## config.mk

```make
export PLATFORM = sky130hd
export DESIGN_NAME = instr_fetch
export DESIGN_NICKNAME = d
export VERILOG_FILES = /design/src/rtl/if_pkg.sv /design/src/rtl/fetch_fifo.sv /design/src/rtl/instr_fetch.sv
export SDC_FILE = /design/constraint.sdc
export NUM_CORES = 1
export LEC_CHECK = 0
export ABC_AREA = 1
export CAP_MARGIN = 10
export CORE_MARGIN = 1.5
export CORE_UTILIZATION = 40
export CTS_BUF_LIST = sky130_fd_sc_hd__clkbuf_8
export DETAILED_ROUTE_END_ITERATION = 8
export PLACE_DENSITY = 0.73
export RECOVER_POWER = 50
export SLEW_MARGIN = 10
export SYNTH_ARGS = -nofsm -noshare
export SYNTH_HDL_FRONTEND = slang
export SYNTH_SLANG_ARGS = --single-unit
```

## constraint.sdc

```tcl
create_clock -name clk -period 9.92 [get_ports clk]
set_clock_uncertainty 0.05 [all_clocks]
set_input_delay 1.488 -clock clk [delete_from_list [all_inputs] [get_ports clk]]
set_output_delay 1.488 -clock clk [all_outputs]
set_load 0.1 [all_outputs]
```

## src/rtl/if_pkg.sv

```systemverilog
// Shared types and constants for the instruction fetch unit.
package if_pkg;

    typedef enum logic [1:0] {
        BOOT  = 2'd0,
        FETCH = 2'd1,
        DRAIN = 2'd2
    } fetch_state_t;

    localparam logic [31:0] NOP_INSTR        = 32'h0000_0013;
    localparam logic [31:0] DEFAULT_RESET_PC = 32'h0000_0000;

endpackage

```

## src/rtl/fetch_fifo.sv

```systemverilog
// Small synchronous FIFO with clear; used as the fetch output buffer and as
// the queue of PCs whose responses are still in flight.
module fetch_fifo #(
    parameter int DEPTH = 2,
    parameter int WIDTH = 64,
    localparam int CW   = $clog2(DEPTH + 1),
    localparam int PW   = (DEPTH > 1) ? $clog2(DEPTH) : 1
) (
    input  logic             clk,
    input  logic             n_rst,
    input  logic             clear,
    input  logic             push,
    input  logic [WIDTH-1:0] din,
    input  logic             pop,
    output logic [WIDTH-1:0] dout,
    output logic [CW-1:0]    count
);

    logic [WIDTH-1:0] mem [DEPTH];
    logic [PW-1:0]    wr_ptr;
    logic [PW-1:0]    rd_ptr;
    logic             empty;
    logic             full;
    logic             do_push;
    logic             do_pop;

    function automatic logic [PW-1:0] next_ptr(input logic [PW-1:0] p);
        return (p == PW'(DEPTH - 1)) ? '0 : p + PW'(1);
    endfunction

    assign empty   = (count == '0);
    assign full    = (count == CW'(DEPTH));
    assign do_pop  = pop && !empty;
    assign do_push = push && (!full || do_pop);
    assign dout    = mem[rd_ptr];

    always_ff @(posedge clk or negedge n_rst) begin
        if (!n_rst) begin
            wr_ptr <= '0;
            rd_ptr <= '0;
            count  <= '0;
        end else if (clear) begin
            wr_ptr <= '0;
            rd_ptr <= '0;
            count  <= '0;
        end else begin
            if (do_push) wr_ptr <= next_ptr(wr_ptr);
            if (do_pop)  rd_ptr <= next_ptr(rd_ptr);
            count <= count + CW'(do_push) - CW'(do_pop);
        end
    end

    // Storage needs no reset: every read is qualified by count.
    always_ff @(posedge clk) begin
        if (do_push) mem[wr_ptr] <= din;
    end

endmodule

```

## src/rtl/instr_fetch.sv

```systemverilog
// Instruction fetch: issues in-order word fetches, buffers {pc, instr} for
// decode, and flushes/drains in-flight responses on a redirect.
//   state | meaning
//   BOOT  | single cycle after reset release, no requests
//   FETCH | issue requests while in-flight + buffered < DEPTH
//   DRAIN | discard responses belonging to the pre-redirect stream
module instr_fetch
    import if_pkg::*;
#(
    parameter logic [31:0] RESET_PC = DEFAULT_RESET_PC,
    parameter int          DEPTH    = 2
) (
    input  logic        clk,
    input  logic        n_rst,
    output logic        imem_req,
    output logic [31:0] imem_addr,
    input  logic        imem_ready,
    input  logic        imem_rvalid,
    input  logic [31:0] imem_rdata,
    input  logic        redirect_valid,
    input  logic [31:0] redirect_pc,
    input  logic        id_ready,
    output logic        if_valid,
    output logic [31:0] if_instr,
    output logic [31:0] if_pc
);

    localparam int CW = $clog2(DEPTH + 1);

    fetch_state_t  state;
    fetch_state_t  state_nxt;
    logic [31:0]   pc;
    logic [CW-1:0] outstanding;
    logic [CW-1:0] drop_cnt;
    logic [CW-1:0] fifo_count;
    logic [CW-1:0] pcq_count;
    logic [CW-1:0] flush_cnt;
    logic [63:0]   fifo_head;
    logic [31:0]   pcq_head;
    logic          accept;
    logic          rsp_hit;
    logic          rsp_keep;
    logic          rsp_drop;
    logic          head_pop;

    assign imem_addr = pc;
    assign accept    = imem_req && imem_ready;
    // A response with nothing in flight is stray and must not touch any state.
    assign rsp_hit   = imem_rvalid && (outstanding != '0);
    assign rsp_drop  = rsp_hit && (drop_cnt != '0);
    assign rsp_keep  = rsp_hit && (drop_cnt == '0) && !redirect_valid;
    assign flush_cnt = outstanding - CW'(rsp_hit);
    assign if_valid  = (fifo_count != '0);
    assign head_pop  = if_valid && id_ready && !redirect_valid;
    assign if_instr  = if_valid ? fifo_head[31:0]  : NOP_INSTR;
    assign if_pc     = if_valid ? fifo_head[63:32] : 32'h0000_0000;

    always_ff @(posedge clk or negedge n_rst) begin
        if (!n_rst) state <= BOOT;
        else        state <= state_nxt;
    end

    always_comb begin
        state_nxt = state;
        imem_req  = 1'b0;
        case (state)
            BOOT:  state_nxt = FETCH;
            FETCH: imem_req = !redirect_valid &&
                              (({1'b0, outstanding} + {1'b0, fifo_count}) < (CW + 1)'(DEPTH));
            DRAIN: begin
                if (drop_cnt == '0 || (rsp_drop && drop_cnt == CW'(1))) state_nxt = FETCH;
            end
            default: state_nxt = BOOT;
        endcase
        if (redirect_valid) state_nxt = (flush_cnt != '0) ? DRAIN : FETCH;
    end

    // outstanding keeps counting requests that will be dropped, so a redirect
    // during DRAIN reloads drop_cnt with exactly what is still in flight.
    always_ff @(posedge clk or negedge n_rst) begin
        if (!n_rst) begin
            pc          <= RESET_PC & 32'hFFFF_FFFC;
            outstanding <= '0;
            drop_cnt    <= '0;
        end else if (redirect_valid) begin
            pc          <= redirect_pc & 32'hFFFF_FFFC;
            outstanding <= flush_cnt;
            drop_cnt    <= flush_cnt;
        end else begin
            if (accept) pc <= pc + 32'd4;
            outstanding <= outstanding + CW'(accept) - CW'(rsp_hit);
            if (rsp_drop) drop_cnt <= drop_cnt - CW'(1);
        end
    end

    fetch_fifo #(.DEPTH(DEPTH), .WIDTH(32)) u_pc_queue (
        .clk   (clk),
        .n_rst (n_rst),
        .clear (redirect_valid),
        .push  (accept),
        .din   (pc),
        .pop   (rsp_keep),
        .dout  (pcq_head),
        .count (pcq_count)
    );

    fetch_fifo #(.DEPTH(DEPTH), .WIDTH(64)) u_out_fifo (
        .clk   (clk),
        .n_rst (n_rst),
        .clear (redirect_valid),
        .push  (rsp_keep),
        .din   ({pcq_head, imem_rdata}),
        .pop   (head_pop),
        .dout  (fifo_head),
        .count (fifo_count)
    );

    a_stray_rsp: assert property (@(posedge clk) disable iff (!n_rst)
        imem_rvalid |-> (outstanding != '0))
        else $error("instr_fetch: imem_rvalid with nothing outstanding");

    a_pcq_track: assert property (@(posedge clk) disable iff (!n_rst)
        pcq_count == (outstanding - drop_cnt))
        else $error("instr_fetch: pc queue out of step with outstanding count");

endmodule

```

==> metrics.txt <==
CTS clk-pin slew, worst paths=0.06 ns; TritonCTS clock tree=built; final instance area=12500 µm²; Hold Vio Cnt, Final=0; num rows=57; placed cells=1419; leakage power=4.93 nW; grt ovf=0; max incr delay on CP=1.28 ns; total CTS buffers=38; dpl ws=4.26 ns; largest net degree at the start of global routing=64; main area contributors after synthesis=edfxtp_1 56%, nand2_1 15%, dfrtp_1 11%; post-DR vias/cell=4.79; first-pass GRT wire length=35300 µm; Max-Cap Viols=3; post-cts resize count=0; DP Area=11800 µm²; WP data arrival=5.76 ns; largest area contributor in the netlist=edfxtp_1; Final Util=51.5%; min Tclk post-route=7.30 ns; element type at the critical path start=input port; most common cell after layout, fill and taps aside=nand2_1; share of post-route cells with drive strength above 1=5.59%; FMAX=137 MHz; Slew @ Worst Pin=2.55 ns; CTS Hold Buffers Added=0; Hold EP=u_out_fifo.mem[1][36]; worst setup path category=in -> out; Worst Hold Class=reg -> reg; synthesized area=9840 µm²; buffers inserted by post-CTS timing repair=0; area of the multi-input gates=2820 µm²; worst hold path depth=2; via count=7126; Root Driver=clkbuf_8; GP Congestion=0.816; post-synthesis cell count=961; maximum vdd drop=0.171 mV; initial antenna violation count=0; Mapped Avg Cell Area=10.2 µm²; DIE HEIGHT=160 µm; Skew-Pair Late Insertion Delay=0.53 ns; post-synthesis sequential area ratio=67.4%; Synth top area share=56.2%; crit-path max FO=40; setup_tns=0 ns; Syn-to-layout area delta=26.9%; Reg2Reg Depth=10; H-tree Lvls=2; failing checks=max-capacitance violations, max-slew violations; WL final=21600 µm; First-pass DRT Iterations=5; DP Wirelength=13600 µm; Final period util=73.6%; DRT antenna net count=0; synth unique cells=28; Die X-Extent=160 µm; I/O pin cnt=168; Initial Utilization=40.6%; vias in the first global route=7085; final setup margin=2.62 ns; status=complete, but fails checks; Overall Global Routing Usage=17.1%; DRC=0; hold path start=u_pc_queue.mem[0][4]; synthesized flop and latch total=228; FILL cells=2147; die area=25500 µm²; worst flop-to-flop path startpoint=outstanding[0]; synth warn=0; CTS max path bufs=3; worst rel slew slack=-69.8%; final-report setup violation count=0; wire per inst=14.5 µm; CORE AREA=24200 µm²; pwr dens=256 nW/µm²; commonest non-fill, non-tap cells in the layout=388 x nand2_1, 184 x edfxtp_1, 121 x clkdlybuf4s50_1; CP endpoint kind=primary output; Sinks on Clock Net=228; PortBufs=161; FF+latch area=6630 µm²; fin cells=1487; CP cell instances=dlygate4sd3_1 > clkbuf_1 > inv_1 > nand3_1 > nor2_1 > clkdlybuf4s50_1; reg-to-reg endpoint=u_pc_queue.mem[0][28]; required time of the critical path=8.38 ns; slowest CP cell=clkbuf_1; unrepaired setup endpoints after global routing=false; initial drt markers=557; worst reg-to-reg setup slack=5.89 ns; Slew Limit Fails=150; nets=1216
-- metrics by stage --
step                hold WS, ns  power (W)
finish                    0.485    0.00319
global route              0.517    0.00334
CTS                       0.488    0.00323
detailed placement        0.473    0.00244
global placement          0.461    0.00242
floorplan                 0.432    0.00213
-- flip-flops by register name (all words and copies together), names as in the netlist --
name               count
u_out_fifo.rd_ptr      1
u_out_fifo.wr_ptr      1
u_out_fifo.count       2
state                  2
imem_addr             30
u_pc_queue.wr_ptr      1
u_pc_queue.rd_ptr      1
u_out_fifo.mem       124
drop_cnt               2
u_pc_queue.mem        60
u_pc_queue.count       2
outstanding            2
-- kinds of logic after synthesis --
group / after synthesis / synth area share [%]
AO/OA/AOI/OAI: 85 / 4.60
XOR/XNOR: 14 / 1.25
adder cells (fa/ha/maj): 11 / 1.48
buffers and inverters: 104 / 4.17
flip-flops: 228 / 67.4
other: 1 / 0.0381
AND/OR/NAND/NOR: 518 / 21.1
-- where the power goes --
| group | total, W | switching [W] | internal, W |
|---|---|---|---|
| Clock | 0.000782 | 0.000359 | 0.000424 |
| Sequential | 0.00122 | 0.0000784 | 0.00115 |
| Combinational | 0.00119 | 0.000925 | 0.000263 |
| Total | 0.00319 | 0.00136 | 0.00183 |
-- cells in the mapped netlist --
library cell	count
nand2_1	387
edfxtp_1	184
nand3_1	68
a21oi_1	64
inv_1	63
nor2_1	52
dfrtp_1	44
clkbuf_1	30
ha_1	10
o21ai_0	10
xnor2_1	9
o21bai_1	7
xor2_1	5
buf_2	4
buf_4	4
o211ai_1	4
and2_1	3
inv_2	2
nor2_2	2
buf_1	1
conb_1	1
fa_1	1
nand2_2	1
nand3_2	1
nand4_1	1
nor2_4	1
nor3_4	1
or2_2	1
-- worst max path at each step --
stage | start | to | slack [ns] | depth (start not counted)
CTS | redirect_valid | imem_req | 4.24 | 6
finish | redirect_valid | imem_req | 2.62 | 6
floorplan | id_ready | u_out_fifo.mem[0][0] | 4.89 | 6
global route | redirect_valid | imem_req | 2.35 | 6
detailed placement | redirect_valid | imem_req | 4.26 | 6
global placement | redirect_valid | imem_req | 4.28 | 6
-- worst max-delay path: cells and delay by family --
family / cells / cell delay, ns
buf+inv: 4 / 3.75
simple gates: 2 / 0.51
-- area by class of cell --
| class | count | area share, % |
|---|---|---|
| antenna | 1 | 0.0200 |
| clock buffer | 43 | 4.74 |
| clock inverter | 24 | 1.05 |
| inverter | 65 | 1.95 |
| multi-input combinational | 632 | 22.6 |
| sequential | 228 | 53.1 |
| tap | 324 | 3.25 |
| timing repair buffer | 170 | 13.3 |
-- routing by layer --
layer  vias to the layer above  global-route usage, %  routed length (µm)  share of wire [%]
met5                         -                      0                   0                  0
met4                         0                   5.31                 424                2.0
met3                        35                   3.64                1380                6.4
met2                       232                   27.9               10000                 46
met1                      3337                   23.1                9800                 45
li1                       3522                      -                   -                  -
Power figures use the tool's default switching activity.
